File: config.mk
export PLATFORM = sky130hd
export DESIGN_NAME = vga_bounce_renderer
export DESIGN_NICKNAME = d
export VERILOG_FILES = /design/src/rtl/vga_bounce_renderer.sv
export SDC_FILE = /design/constraint.sdc
export NUM_CORES = 1
export LEC_CHECK = 0
export BUFFER_PORTS_ARGS = -buffer_cell sky130_fd_sc_hd__buf_4
export CORE_UTILIZATION = 57
export CTS_CLUSTER_DIAMETER = 80
export DETAILED_ROUTE_END_ITERATION = 10
export GPL_TIMING_DRIVEN = 0
export PLACE_DENSITY = 0.78
export SETUP_SLACK_MARGIN = 0.5
export SYNTH_ARGS = -nofsm -noshare
export SYNTH_HDL_FRONTEND = slang
export SYNTH_SLANG_ARGS = --single-unit
File: constraint.sdc
create_clock -name vga_clk -period 2.8 [get_ports vga_clk]
set_input_delay 0.14 -clock vga_clk [delete_from_list [all_inputs] [get_ports vga_clk]]
set_output_delay 0.14 -clock vga_clk [all_outputs]
set_load 0.02 [all_outputs]
File: src/rtl/vga_bounce_renderer.sv
// Draws NUM_RECTS bouncing solid rectangles over a background colour.
// Two-stage colour pipeline; sync/blank are delayed to stay aligned with colour.
module vga_bounce_renderer #(
  parameter int ACTIVE_H  = 640,
  parameter int ACTIVE_V  = 480,
  parameter int NUM_RECTS = 2,
  parameter int RECT_W    = 100,
  parameter int RECT_H    = 100,
  parameter int SPEED     = 2,
  parameter logic [11*NUM_RECTS-1:0] START_X = {11'd400, 11'd100},
  parameter logic [11*NUM_RECTS-1:0] START_Y = {11'd300, 11'd100},
  parameter logic [24*NUM_RECTS-1:0] COLOURS = {24'h00FF00, 24'hFF0000},
  parameter logic [23:0] BG_COLOUR = 24'h0000FF
) (
  input  logic        vga_clk,
  input  logic        reset,
  input  logic        enable,
  input  logic        blank_n_in,
  input  logic        hs_in,
  input  logic        vs_in,
  input  logic [10:0] pixel_h,
  input  logic [10:0] pixel_v,
  output logic        blank_n,
  output logic        HS,
  output logic        VS,
  output logic [7:0]  red,
  output logic [7:0]  green,
  output logic [7:0]  blue
);

  localparam logic [11:0] LIM_X = 12'(ACTIVE_H - RECT_W);
  localparam logic [11:0] LIM_Y = 12'(ACTIVE_V - RECT_H);
  localparam logic [11:0] RW    = 12'(RECT_W);
  localparam logic [11:0] RH    = 12'(RECT_H);
  localparam logic [11:0] SPD   = 12'(SPEED);

  logic [NUM_RECTS-1:0][10:0] pos_x, pos_y;
  logic [NUM_RECTS-1:0]       dir_x, dir_y;   // 1 = moving towards 0
  logic [NUM_RECTS-1:0]       hit_c, hit_s1;
  logic                       blank_s1, hs_s1, vs_s1;
  logic [10:0]                pixel_v_d;
  logic                       tick;
  logic [23:0]                colour_c;

  // Returns {new_dir, new_pos}; 12-bit maths so pos+SPEED cannot wrap.
  function automatic logic [11:0] step_axis(input logic [10:0] p, input logic neg,
                                            input logic [11:0] lim);
    logic [11:0] p12;
    p12 = {1'b0, p};
    if (!neg) begin
      if (p12 + SPD >= lim) return {1'b1, lim[10:0]};
      else                  return {1'b0, 11'(p12 + SPD)};
    end else begin
      if (p12 <= SPD) return {1'b0, 11'd0};
      else            return {1'b1, 11'(p12 - SPD)};
    end
  endfunction

  assign tick = (pixel_v_d == 11'(ACTIVE_V - 1)) && (pixel_v == 11'(ACTIVE_V));

  always_comb begin
    hit_c = '0;
    for (int i = 0; i < NUM_RECTS; i++) begin
      hit_c[i] = ({1'b0, pixel_h} >= {1'b0, pos_x[i]}) &&
                 ({1'b0, pixel_h} <  {1'b0, pos_x[i]} + RW) &&
                 ({1'b0, pixel_v} >= {1'b0, pos_y[i]}) &&
                 ({1'b0, pixel_v} <  {1'b0, pos_y[i]} + RH);
    end
  end

  // Scan from the highest index down so the lowest-index hit wins.
  always_comb begin
    colour_c = BG_COLOUR;
    for (int i = NUM_RECTS - 1; i >= 0; i--) begin
      if (hit_s1[i]) colour_c = COLOURS[24*i +: 24];
    end
    if (!blank_s1) colour_c = 24'h000000;
  end

  always_ff @(posedge vga_clk) begin
    if (reset) begin
      hit_s1    <= '0;
      blank_s1  <= 1'b0;
      hs_s1     <= 1'b1;
      vs_s1     <= 1'b1;
      blank_n   <= 1'b0;
      HS        <= 1'b1;
      VS        <= 1'b1;
      red       <= 8'h00;
      green     <= 8'h00;
      blue      <= 8'h00;
      pixel_v_d <= '0;
    end else begin
      hit_s1    <= hit_c;
      blank_s1  <= blank_n_in;
      hs_s1     <= hs_in;
      vs_s1     <= vs_in;
      blank_n   <= blank_s1;
      HS        <= hs_s1;
      VS        <= vs_s1;
      red       <= colour_c[23:16];
      green     <= colour_c[15:8];
      blue      <= colour_c[7:0];
      pixel_v_d <= pixel_v;
    end
  end

  // Positions only change on the vertical-blank tick, so frames never tear.
  always_ff @(posedge vga_clk) begin
    if (reset) begin
      for (int i = 0; i < NUM_RECTS; i++) begin
        pos_x[i] <= START_X[11*i +: 11];
        pos_y[i] <= START_Y[11*i +: 11];
        dir_x[i] <= (i % 2 == 1);
        dir_y[i] <= 1'b0;
      end
    end else if (tick && enable) begin
      for (int i = 0; i < NUM_RECTS; i++) begin
        {dir_x[i], pos_x[i]} <= step_axis(pos_x[i], dir_x[i], LIM_X);
        {dir_y[i], pos_y[i]} <= step_axis(pos_y[i], dir_y[i], LIM_Y);
      end
    end
  end

endmodule

==> results of run 1 <==
[sequential cells by signal (all words and copies together) (netlist names)]
| register | flops |
|---|---|
| VS | 1 |
| pos_x | 20 |
| HS | 1 |
| red | 1 |
| hs_s1 | 1 |
| blue | 1 |
| pos_y | 20 |
| dir_y | 2 |
| blank_s1 | 1 |
| hit_s1 | 2 |
| vs_s1 | 1 |
| blank_n | 1 |
| green | 1 |
| pixel_v_d | 11 |
| dir_x | 2 |
[cell usage after synthesis (4+ instances only)]
| library cell | n | area (µm²) |
|---|---|---|
| sky130_fd_sc_hd__xor2_1 | 4 | 35.03 |
| sky130_fd_sc_hd__a22oi_1 | 6 | 45.04 |
| sky130_fd_sc_hd__nand3_1 | 31 | 155.2 |
| sky130_fd_sc_hd__nand2_1 | 53 | 198.9 |
| sky130_fd_sc_hd__o311ai_0 | 4 | 35.03 |
| sky130_fd_sc_hd__o21ai_0 | 53 | 265.3 |
| sky130_fd_sc_hd__buf_4 | 24 | 180.2 |
| sky130_fd_sc_hd__clkbuf_1 | 28 | 105.1 |
| sky130_fd_sc_hd__nor2b_1 | 17 | 106.4 |
| sky130_fd_sc_hd__dfxtp_1 | 66 | 1321 |
| sky130_fd_sc_hd__o22ai_1 | 9 | 56.30 |
| sky130_fd_sc_hd__or2_2 | 5 | 31.28 |
| sky130_fd_sc_hd__nand2b_1 | 4 | 25.02 |
| sky130_fd_sc_hd__nor2_1 | 48 | 180.2 |
| sky130_fd_sc_hd__and2_1 | 6 | 37.54 |
| sky130_fd_sc_hd__mux2i_1 | 4 | 40.04 |
| sky130_fd_sc_hd__o21a_1 | 7 | 52.55 |
| sky130_fd_sc_hd__a21oi_1 | 57 | 285.3 |
| sky130_fd_sc_hd__o211ai_1 | 9 | 67.56 |
| sky130_fd_sc_hd__nand4_1 | 16 | 100.1 |
| sky130_fd_sc_hd__buf_2 | 19 | 95.09 |
| sky130_fd_sc_hd__a21o_1 | 15 | 112.6 |
| sky130_fd_sc_hd__nor3_1 | 24 | 120.1 |
| sky130_fd_sc_hd__a21boi_0 | 6 | 45.04 |
| sky130_fd_sc_hd__a2111oi_0 | 4 | 35.03 |
| sky130_fd_sc_hd__o41ai_1 | 5 | 43.79 |
| sky130_fd_sc_hd__o31ai_1 | 7 | 52.55 |
| sky130_fd_sc_hd__nor4_1 | 11 | 68.82 |
| sky130_fd_sc_hd__inv_1 | 50 | 187.7 |
| sky130_fd_sc_hd__and3_1 | 10 | 62.56 |
| sky130_fd_sc_hd__a211oi_1 | 5 | 37.54 |
| sky130_fd_sc_hd__a31o_2 | 5 | 43.79 |
| sky130_fd_sc_hd__o2111ai_1 | 5 | 43.79 |
| sky130_fd_sc_hd__a31oi_1 | 19 | 118.9 |
| sky130_fd_sc_hd__or3_1 | 7 | 43.79 |
| sky130_fd_sc_hd__xnor2_1 | 49 | 429.2 |
| sky130_fd_sc_hd__ha_1 | 100 | 1251 |
[where the power goes]
group | leakage, nW | internal (W) | total [W] | switching (W)
clock network | 0.136 | 0.000686 | 0.00111 | 0.000423
registers | 0.538 | 0.000951 | 0.000956 | 0.00000491
logic | 2.73 | 0.000117 | 0.000257 | 0.000141
total | 3.41 | 0.00175 | 0.00232 | 0.000569
[layout make-up]
cell class	instances	area, µm²
flip-flops and latches	66	1345
fillers	909	3241
multi-input cells	668	5122
inverters	52	197.7
plain buffers	73	491.7
repair buffers	80	603.1
well taps	143	178.9
clock inverters	5	55.05
clock buffers	11	232.7
[metrics by stage]
step	power (W)	cell area, µm²	utilization, %	hold slack, ps	setup WS (ps)
3_5_place_dp	0.001213	7316	63.80	330.7	91.32
4_1_cts	0.002314	7805	68.06	15.57	392.3
2_1_floorplan	0.001107	6746	-	243.8	509.8
5_1_grt	0.002391	8227	71.74	40.91	367.5
6_report	0.002322	8227	71.74	13.03	455.8
3_3_place_gp	0.001206	7316	63.80	328.9	141.6
[cell families (layout without fill, tap and decap cells)]
group | after synthesis | after routing | synth area share, %
AOI/OAI and AO/OA | 255 | 255 | 25.22
and+or+nand+nor | 255 | 255 | 20.12
buffers and inverters | 125 | 221 | 8.870
adders and majority gates | 100 | 100 | 18.56
DFF | 66 | 66 | 19.60
xor gates and xnor gates | 53 | 53 | 6.884
muxes | 5 | 5 | 0.7608
[worst max path at each step]
| stage | to | from | cells past startpoint |
|---|---|---|---|
| CTS | hit_s1[1] | pos_y[14] | 11 |
| finish | hit_s1[1] | pos_y[16] | 10 |
| floorplan | hit_s1[1] | pos_y[14] | 10 |
| detailed placement | hit_s1[0] | pos_x[5] | 10 |
| global placement | hit_s1[1] | pos_x[13] | 10 |
| global route | hit_s1[1] | pos_y[16] | 10 |
[repair_timing]
action | in CTS | in global routing
resized for setup | 45 | 87
endpoints found under the setup margin | 21 | 33
pin swaps | 8 | 22
hold buffers | 2 | 0
gates cloned | 0 | 1
endpoints found under the hold margin | 2 | 0
buffers inserted | 3 | 22
[per-layer routing]
metal	part of all wire (%)	GRT usage [%]	wire length (µm)
met1	44	40.99	8578
met2	46	49.48	9056
met3	7.6	5.522	1493
met4	2.7	11.02	527
met5	0	0	0
==> results summary, run 1 <==
The flow ran to the end, and the final reports show no timing, DRC or antenna violations. The first global-routing pass estimated 31090 µm of wire. The final weighted congestion of routability-driven global placement is between 0.9 and 1. The cell family contributing the most delay on the critical path is compound AO/OA/AOI/OAI gates.

The average instance area after synthesis came out at 7.849 µm². The die footprint came out at between 10000 and 15000 µm². The synthesis warning total is 0. In the layout the commonest cells are 102 x sky130_fd_sc_hd__buf_4, 93 x sky130_fd_sc_hd__ha_1, 53 x sky130_fd_sc_hd__dfxtp_1, 53 x sky130_fd_sc_hd__a21oi_1, 52 x sky130_fd_sc_hd__o21ai_0. The maximum root-to-sink buffer count came out at 2. The vertical die dimension is 110.8 µm.

The highest net fanout along the worst path is 5. The number of cells traversed by the worst register-to-register path came out at 10. After the last flow step, the layout net total stands at 1078. The width of the chip came out at 110.8 µm.

The detailed-routing iteration count for the pre-antenna-repair pass came out at 5. After synthesis, the share of flip-flops with an asynchronous set or reset is 0%. The initial utilization of the core area, before any placement, comes to 58.80%.

STA classifies the critical path startpoint as a register. The library cell used most frequently in the layout, excluding fill and tap cells, is sky130_fd_sc_hd__buf_4. The largest clock skew in the final design is between 6 and 7 ps. The endpoint identified for the worst register-to-register timing path is hit_s1[1]. The violation count after the first detailed-routing iteration is 534.

The number of primary I/O pins came out at 55. The largest individual stage delay along the critical path comes from the cell sky130_fd_sc_hd__a2111o_1. The worst hold path was traced through 2 stages. The number of max-slew violations in the final report came out at 0. Walking the worst path, the cells encountered are buf_6, inv_4, and3_4, nor2_4, xnor2_2, ha_1, a2111o_1, a211oi_2, o311ai_2, nor4_1.

The count of placed standard cells in the final layout, fillers left out came out at roughly 1100. The routed layout has 6948 vias. The required time at the worst-slack endpoint is around 3000 ps. Using the TritonRoute via totals, the vias-per-cell ratio works out to 6.328. The area of the mapped netlist is 6743 µm². The final critical delay including setup and external delays is between 2000 and 2500 ps. In the finished design, the share of the clock period the worst path needs comes to 83.72%.

The total inserted antenna cells is 0. The number of max-cap violations came out at 0. The number of distinct library cells after synthesis is 77.

The data arrival time of the critical path came out at 2600 ps. The slew at the pin closest to its max-slew limit is 719.2 ps. The worst hold path terminates at blank_s1.

The residual antenna-violating net count after detailed routing came out at 0. The clock transition at the registers of the reported paths is 60 ps. The source of the worst hold timing path is blank_n_in.

The initial antenna violation count came to 0. The half-perimeter wire length after detailed placement is 14080 µm. The number of core rows is 39. The tree is rooted in a sky130_fd_sc_hd__clkbuf_16.

Entering global routing, the biggest net connects 12 pins. The register-to-register setup slack came out at about 460 ps. The TritonCTS clock tree is built. In this run the power density over the cells is 282.2 nW/µm².

STA classifies the critical path endpoint as a register. The synthesized design contains 66 register bits. The number of DRC violations after detailed routing is 0. The count of buffers added on input and output ports is 52. The H-tree depth is 3. The post-synthesis cell count came out at 859. The share of cells above drive strength 1 is 24.29%. The most used flip-flop cell after synthesis is sky130_fd_sc_hd__dfxtp_1.

The clock buffer count from CTS came out at 9. The count of endpoints failing setup in the final report came out at 0. For this block, the routed nets add up to between 15000 and 20000 µm of wire. For this design the static power due to leakage is about 3.4 nW. The layout overhead on the synthesized area is 22.01%. The number of flops mapped to enable cells by yosys is 0. CTS saw 66 sinks.

After global routing the overflow that remains totals 0. The number of buffers and inverters on the critical path is 2. The relative slew slack came out at ~52%.

In this run the critical register-to-register path is launched from pos_y[16]. Counting tap cells, the placed design contains a total of 1054 instances. The peak clock frequency supported by timing came out at 0.4266 GHz. The number of global-route vias before repair was 6409. The number of endpoints with negative hold slack in the final report was 0. The stage delay of the slowest cell on the critical path is roughly 460 ps. The final sum of negative setup slack is 0 ps. Setup repair after global routing could not meet its margin everywhere. The post-synthesis net count is a little under 1000. At the later pin of the worst-skew pair, clock insertion delay measures 340 ps. After detailed routing, the average wire length per cell comes to 17.90 µm. Across the VDD grid, the largest voltage drop is around 0.00032 V. Of the synthesized area, sequential elements account for around a fifth. The global router's overall resource usage came out at a little under a third.

The worst min-delay path class is primary input to register. The critical path class is register to register. The area of the core came out at ~11000 µm².
No activity file was read; power rests on OpenSTA's default activity.
==> run 2: changes to the inputs <==
Clock period 2.8 ns to 2.4 ns, I/O delays scaled along.
==> run 2 against run 1 <==
The flow now finishes with violations (hold timing, setup timing). Setup slack got worse by 500 ps. Core utilization rose by 12 points. Hold slack got worse by 13 ps. Power rose by 22%. Critical path type unchanged. Critical endpoint is now hit_s1[0].
==> results summary, run 2 (synthesis gave the netlist of run 1 again) <==
The utilization of the core after routing is 83.56% (was 71.74%). The violation count after the first detailed-routing iteration is 921 (was 534). Registers with the most flip-flops: pos_x x20, pos_y x20, pixel_v_d x11 (unchanged). The cell area power density is 295.9 nW/µm² (was 282.2 nW/µm²). The most common library cell in the layout ignoring fill and taps is sky130_fd_sc_hd__buf_4 (unchanged). Commonest cells after routing, fill and taps aside: 148 x sky130_fd_sc_hd__buf_4, 84 x sky130_fd_sc_hd__ha_1, 46 x sky130_fd_sc_hd__dfxtp_1 (was 102 x sky130_fd_sc_hd__buf_4, 93 x sky130_fd_sc_hd__ha_1, 53 x sky130_fd_sc_hd__dfxtp_1, 53 x sky130_fd_sc_hd__a21oi_1, 52 x sky130_fd_sc_hd__o21ai_0). The internal power summed over all cells is 0.002130 W (was 0.001753 W). The final critical delay including setup and external delays is 2440 ps (was 2344 ps). The detailed-routing iteration count for the pre-antenna-repair pass came to 5 (unchanged). The cell leakage power came to 3.970 nW (was 3.406 nW). The peak clock frequency supported by timing is 0.4099 GHz (was 0.4266 GHz). The share of cells above drive strength 1 came out at 38.67% (was 24.29%). The instance count on the critical path is 7 (was 10). The data arrival time of the critical path came out at 2690 ps (was 2600 ps). The layout overhead on the synthesized area is 42.10% (was 22.01%). The wire length per cell after detailed routing came out at 22.03 µm (was 17.90 µm). The TritonCTS clock tree was built (unchanged).

The combined buffer and inverter count along the critical path came to 1 (was 2). Result of the run: complete, but fails checks (was finished clean). The final weighted congestion of routability-driven global placement was 0.9237 (was 0.9417). The launch point of the worst reg-to-reg path is pos_x[6] (was pos_y[16]).

In this design, the critical path's most frequently occurring cell is sky130_fd_sc_hd__a21o_1. The highest net fanout along the worst path came out at 6 (was 5). The half-perimeter wire length after detailed placement is 15590 µm (was 14080 µm).

The slew at the pin closest to its max-slew limit came out at 1047 ps (was 719.2 ps). The required time at the worst-slack endpoint came out at 2650 ps (was 3050 ps). The net switching power is 0.0007057 W (was 0.0005686 W). The relative slew slack came out at 30.19% (was 52.05%).

The startpoint type of the worst setup path is a register (unchanged). The combinational share of power is 11.0% (was 11.1%). The worst min-delay path endpoint is pixel_v_d[0] (was blank_s1). The count of endpoints failing setup in the final report came out at 2 (was 0). The maximum root-to-sink buffer count came out at 2 (unchanged). The clock buffer count from CTS is 9 (unchanged).

The clock latency reported for the late side of the worst-skew pair came out at 350 ps (was 340 ps). The number of fill cells was 674 (was 909). The end of the worst register-to-register path is hit_s1[0] (was hit_s1[1]). The H-tree depth is 3 (unchanged). The number of primary I/O pins is 55 (unchanged).

The worst min-delay path class was primary input to register (unchanged). The number of clock sinks is 66 (unchanged). The sum of overflow across all layers after global routing came out at 0 (unchanged). The number of cells traversed by the worst register-to-register path is 7 (was 10). The critical-path cell with the highest stage delay is sky130_fd_sc_hd__a2111oi_1 (was sky130_fd_sc_hd__a2111o_1). The vertical die dimension is 110.8 µm (unchanged). The number of endpoints with negative hold slack in the final report is 1 (was 0). The post-route worst setup slack is -39.68 ps (was 455.8 ps). The post-placement worst setup slack is -84.72 ps (was 91.32 ps). The width of the chip came out at 110.8 µm (unchanged). The stage delay of the slowest cell on the critical path is 540 ps (was 460 ps). The register-to-register setup slack came out at -40 ps (was 460 ps). The maximum ir drop on the vdd rail came out at 0.0003658 V (was 0.0003175 V). The initial antenna violation count is 0 (unchanged). The area of the core was 11470 µm² (unchanged). The clock power share was 49.9% (was 47.8%). The cell depth of the worst hold path was 2 (unchanged). The final wirelength was 25600 µm (was 19660 µm). The die footprint is 12270 µm² (unchanged).

The critical path class is register to register (unchanged). Setup repair after global routing missed its margin: yes (unchanged). The global router's overall resource usage came out at 37.74% (was 30.70%).

The largest clock skew in the final design is 9.843 ps (was 6.944 ps). The total inserted antenna cells is 0 (unchanged). The source of the worst hold timing path is pixel_v[0] (was blank_n_in).

The total chip power came out at 0.002836 W (was 0.002322 W). The number of core rows came to 39 (unchanged). The starting utilization of the core area is 58.80% (unchanged). The first-pass GRT wire length is 37300 µm (was 31090 µm). The largest delay contributor family on the critical path is compound AO/OA/AOI/OAI gates (unchanged). The clock transition at the registers of the reported paths came out at 60 ps (about the same).

The count of buffers from port buffering was 52 (unchanged). The root cell of the clock tree is sky130_fd_sc_hd__clkbuf_16 (unchanged). The residual antenna-violating net count after detailed routing is 0 (unchanged). The final reports fail on hold timing, setup timing. The number of max-cap violations came out at 0 (unchanged). The worst hold slack across all endpoints was -0.1833 ps (was 13.03 ps).

The number of max-slew violations in the final report came out at 0 (unchanged). The portion of the clock cycle consumed by the worst path in the final layout came out at 101.7% (was 83.72%). The finished layout cell area came to 9582 µm² (was 8227 µm²).

The maximum number of pins on one net before global-route repair came out at 12 (unchanged). The number of global-route vias before repair came to 7353 (was 6409). The endpoint type of the worst setup path was a register (unchanged). The number of DRC violations after detailed routing was 0 (unchanged). The number of vias per cell came to 6.731 (was 6.328). Cells along the critical path: inv_2, ha_1, a21o_1, a21o_1, a2111oi_1, a31oi_1, and4b_1 (was buf_6, inv_4, and3_4, nor2_4, xnor2_2, ha_1, a2111o_1, a211oi_2, o311ai_2, nor4_1). The total number of vias came out at 7821 (was 6948). The number of nets in the layout was 1142 (was 1078). The sequential power share came out at 39.0% (was 41.2%). The cell area after placement is 7551 µm² (was 7316 µm²). The switching fraction of total power is 24.89% (was 24.49%).
run 2: worst register-to-register path: stages (launching register included):
cell and delay [ps]:
sky130_fd_sc_hd__dfxtp_2 440, sky130_fd_sc_hd__inv_2 160, sky130_fd_sc_hd__ha_1 340, sky130_fd_sc_hd__a21o_1 170, sky130_fd_sc_hd__a21o_1 180, sky130_fd_sc_hd__a2111oi_1 540
sky130_fd_sc_hd__a31oi_1 250, sky130_fd_sc_hd__and4b_1 260
run 2: cell type report:
cell class	instances	area [µm²]	share of cell area [%]
Buffer	73	634.4	6.621
Clock buffer	12	267.8	2.794
Clock inverter	4	47.55	0.4962
Inverter	52	210.2	2.194
Multi-Input combinational cell	668	5695	59.44
Sequential cell	66	1371	14.31
Tap cell	143	178.9	1.867
Timing Repair Buffer	144	1176	12.27
run 2: how the worst max path moves through the flow:
| stage | startpoint | end | slack (ps) |
|---|---|---|---|
| after floorplan | pos_y[14] | hit_s1[1] | 270 |
| after global placement | pos_x[16] | hit_s1[1] | -110 |
| after detailed placement | pixel_v[10] | pos_y[2] | -80 |
| after CTS | pos_y[14] | hit_s1[1] | 120 |
| after global routing | pos_x[6] | hit_s1[0] | -110 |
| final | pos_x[6] | hit_s1[0] | -40 |
run 2: metal layers:
| metal | vias up | track usage [%] | routed length [µm] |
|---|---|---|---|
| met1 | 3654 | 45.38 | 9559 |
| met2 | 545 | 64.80 | 12040 |
| met5 | - | 0 | 0 |
| li1 | 3470 | - | - |
| met3 | 152 | 7.053 | 2491 |
| met4 | 0 | 17.60 | 1514 |
run 2: power by group through the flow:
stage	Sequential [W]	Combinational (W)	Clock (W)
finish	0.00111	0.000313	0.00142
global route	0.00111	0.000337	0.00144
detailed placement	0.00114	0.000284	0
global placement	0.00114	0.000268	0
floorplan	0.00114	0.000152	0
CTS	0.00111	0.000297	0.00141
run 2: metrics by stage:
step           TNS (ps)  cells
6_report         -63.67   1162
3_3_place_gp     -248.0   1054
3_5_place_dp     -251.6   1054
5_1_grt          -196.0   1162
2_1_floorplan         0    859
4_1_cts               0   1118
run 2: timing repair:
item,in CTS,in global routing
hold buffers,2,0
buffers inserted,44,43
endpoints found under the hold margin,2,0
setup endpoints to repair,46,46
pin swaps,55,59
gates resized for setup,137,128
gates cloned,2,1
==> run 3: changes to the inputs <==
Settings changed: CTS_BUF_LIST set to sky130_fd_sc_hd__clkbuf_8, HOLD_SLACK_MARGIN set to 0.03, MAX_ROUTING_LAYER set to met4.
==> run 3 against run 2 <==
The run now ends clean. Largest power group is now sequential cells. Highest routed layer unchanged. First-iteration DRC count fell by 25%. Count of clock-buffer cells in the layout fell by 2. Clock skew rose by 4.1 ps. Die area did not move. Critical path depth rose by 1. Via count fell by 2.9%. Critical endpoint is now pos_x[5]. Global-route usage fell by 1.3 points. Core utilization fell by 2.5 points. Cell area fell by 3.0%. Power fell by 19%.
==> results summary, run 3 (synthesis gave the netlist of run 1 again) <==
The wire length per cell after detailed routing came out at 20.38 µm (was 22.03 µm). Commonest cells after routing, fill and taps aside: 141 x sky130_fd_sc_hd__buf_4, 85 x sky130_fd_sc_hd__ha_1, 48 x sky130_fd_sc_hd__a21oi_1 (was 148 x sky130_fd_sc_hd__buf_4, 84 x sky130_fd_sc_hd__ha_1, 46 x sky130_fd_sc_hd__dfxtp_1). The number of cells traversed by the worst register-to-register path is 8 (was 7). The relative slew slack was 35.64% (was 30.19%).

The endpoint type of the worst setup path was a register (unchanged). The peak clock frequency supported by timing came out at 0.4313 GHz (was 0.4099 GHz). The largest delay contributor family on the critical path is compound AO/OA/AOI/OAI gates (unchanged).

The vertical die dimension is 110.8 µm (unchanged). The maximum root-to-sink buffer count is 2 (unchanged). The width of the chip was 110.8 µm (unchanged). The H-tree depth is 3 (unchanged). The number of clock sinks is 66 (unchanged). The most common library cell in the layout ignoring fill and taps is sky130_fd_sc_hd__buf_4 (unchanged). The violation count after the first detailed-routing iteration came out at 691 (was 921). The slew at the pin closest to its max-slew limit is 965.4 ps (was 1047 ps).

The launch point of the worst reg-to-reg path is pos_x[2] (was pos_x[6]). The startpoint type of the worst setup path was a register (unchanged). The cell leakage power came out at 3.805 nW (was 3.970 nW).

The clock transition at the registers of the reported paths is 80 ps (was 60 ps). The number of vias per cell is 6.572 (was 6.731). The final weighted congestion of routability-driven global placement is 0.9453 (was 0.9237). The total number of vias is 7591 (was 7821).

The residual antenna-violating net count after detailed routing came out at 0 (unchanged). The cell depth of the worst hold path came out at 2 (unchanged). The data arrival time of the critical path came to 2620 ps (was 2690 ps). The portion of the clock cycle consumed by the worst path in the final layout came out at 96.60% (was 101.7%). The launch point of the critical path is pos_x[2] (was pos_x[6]). The cell total after placement is 1054 (unchanged). The final wirelength is 23540 µm (was 25600 µm). The instance count on the critical path came out at 8 (was 7).

The area of the core is 11470 µm² (unchanged). The initial antenna violation count came out at 0 (unchanged). Registers with the most flip-flops: pos_x x20, pos_y x20, pixel_v_d x11 (unchanged). The final critical delay including setup and external delays came out at 2318 ps (was 2440 ps). The number of core rows came out at 39 (unchanged). The largest clock skew in the final design came out at 13.92 ps (was 9.843 ps). The clock buffer count from CTS is 9 (unchanged). The count of buffers from port buffering was 52 (unchanged). The required time at the worst-slack endpoint is 2700 ps (was 2650 ps). The maximum ir drop on the vdd rail is 0.0003445 V (was 0.0003658 V). The count of placed standard cells in the final layout, fillers left out is 1155 (was 1162). The number of global-route vias before repair is 7163 (was 7353). The total inserted antenna cells came out at 0 (unchanged). Cells along the critical path: ha_4, nand4_1, o31a_1, a211o_1, a221o_1, buf_6, o32a_1, o211ai_1 (was inv_2, ha_1, a21o_1, a21o_1, a2111oi_1, a31oi_1, and4b_1).

Result of the run: finished clean (was complete, but fails checks). The half-perimeter wire length after detailed placement is 15220 µm (was 15590 µm). The number of primary I/O pins is 55 (unchanged). The stage delay of the slowest cell on the critical path came out at 400 ps (was 540 ps). The layout overhead on the synthesized area is 37.82% (was 42.10%).

The first-pass GRT wire length came out at 35430 µm (was 37300 µm). The combined buffer and inverter count along the critical path came to 1 (unchanged). The die footprint is 12270 µm² (unchanged). The starting utilization of the core area is 58.80% (unchanged). The worst hold slack across all endpoints came out at 37.43 ps (was -0.1833 ps). The critical path class is register to register (unchanged).

The global router's overall resource usage is 36.40% (was 37.74%). The finished layout cell area is 9293 µm² (was 9582 µm²). The sum of overflow across all layers after global routing is 0 (unchanged). The number of max-cap violations came out at 0 (unchanged).

The source of the worst hold timing path was pixel_v[5] (was pixel_v[0]). The TritonCTS clock tree is built (unchanged). The count of endpoints failing setup in the final report is 0 (was 2). The root cell of the clock tree was sky130_fd_sc_hd__clkbuf_8 (was sky130_fd_sc_hd__clkbuf_16). The worst min-delay path class was primary input to register (unchanged). The number of DRC violations after detailed routing came to 0 (unchanged).

The detailed-routing iteration count for the pre-antenna-repair pass was 5 (unchanged). The cell area power density came out at 245.8 nW/µm² (was 295.9 nW/µm²). The clock latency reported for the late side of the worst-skew pair came out at 370 ps (was 350 ps). The highest net fanout along the worst path is 4 (was 6). The maximum number of pins on one net before global-route repair came out at 12 (unchanged). The cell area after placement came to 7551 µm² (unchanged). The share of cells above drive strength 1 is 35.87% (was 38.67%). Setup repair after global routing missed its margin: yes (unchanged). The critical-path cell with the highest stage delay is sky130_fd_sc_hd__dfxtp_4 (was sky130_fd_sc_hd__a2111oi_1).

The number of nets in the layout was 1135 (was 1142). The number of max-slew violations in the final report is 0 (unchanged). The number of endpoints with negative hold slack in the final report is 0 (was 1).
-- run 3: through the flow --
stage               setup slack [ps]  total power (W)  TNS [ps]  util [%]
global placement              -123.5         0.001406    -200.1     65.85
global route                  -33.39         0.002363    -33.39     81.04
CTS                            41.19         0.002274         0     74.48
floorplan                      267.4         0.001294         0         -
finish                         81.50         0.002285         0     81.04
detailed placement            -137.5         0.001421    -308.8     65.85
-- run 3: worst reg2reg max path, stage by stage (launching register included) --
cell	delay, ps
sky130_fd_sc_hd__dfxtp_4	400
sky130_fd_sc_hd__ha_4	160
sky130_fd_sc_hd__nand4_1	270
sky130_fd_sc_hd__o31a_1	350
sky130_fd_sc_hd__a211o_1	310
sky130_fd_sc_hd__a221o_1	310
sky130_fd_sc_hd__buf_6	140
sky130_fd_sc_hd__o32a_1	150
sky130_fd_sc_hd__o211ai_1	150
-- run 3: power breakdown --
| part | internal [W] | leakage [nW] | switching, W |
|---|---|---|---|
| Sequential | 0.00110 | 0.540 | 0.00000609 |
| Clock | 0.000394 | 0.0936 | 0.000475 |
| Combinational | 0.000139 | 3.17 | 0.000169 |
| Total | 0.00163 | 3.80 | 0.000651 |
-- run 3: final timing paths --
| check | endpoint | slack [ps] |
|---|---|---|
| setup / recovery | pos_x[5] | 80 |
| hold reg to reg | HS | 430 |
| setup reg to reg | pos_x[5] | 80 |
| hold / removal | pixel_v_d[5] | 40 |
-- run 3: area by class of cell --
class / instances / area, µm²
multi-input cells: 669 / 5639
fillers: 705 / 2175
flip-flops and latches: 66 / 1368
repair buffers: 136 / 1117
plain buffers: 73 / 589.3
inverters: 52 / 230.2
well taps: 143 / 178.9
clock buffers: 10 / 137.6
clock inverters: 6 / 32.53
-- run 3: layer usage --
metal,GRT usage (%),part of all wire [%]
met1,43.77,40
met2,58.80,47
met3,7.764,8.4
met4,15.64,4.3
met5,-,0
-- run 3: timing repair --
action                                  4_1_cts  5_1_grt
buffers inserted                             38       40
pin swaps                                    42       51
gates cloned                                  0        1
endpoints found under the hold margin         6        0
endpoints found under the setup margin       46       46
gates resized for setup                     120      111
hold buffers                                  6        0
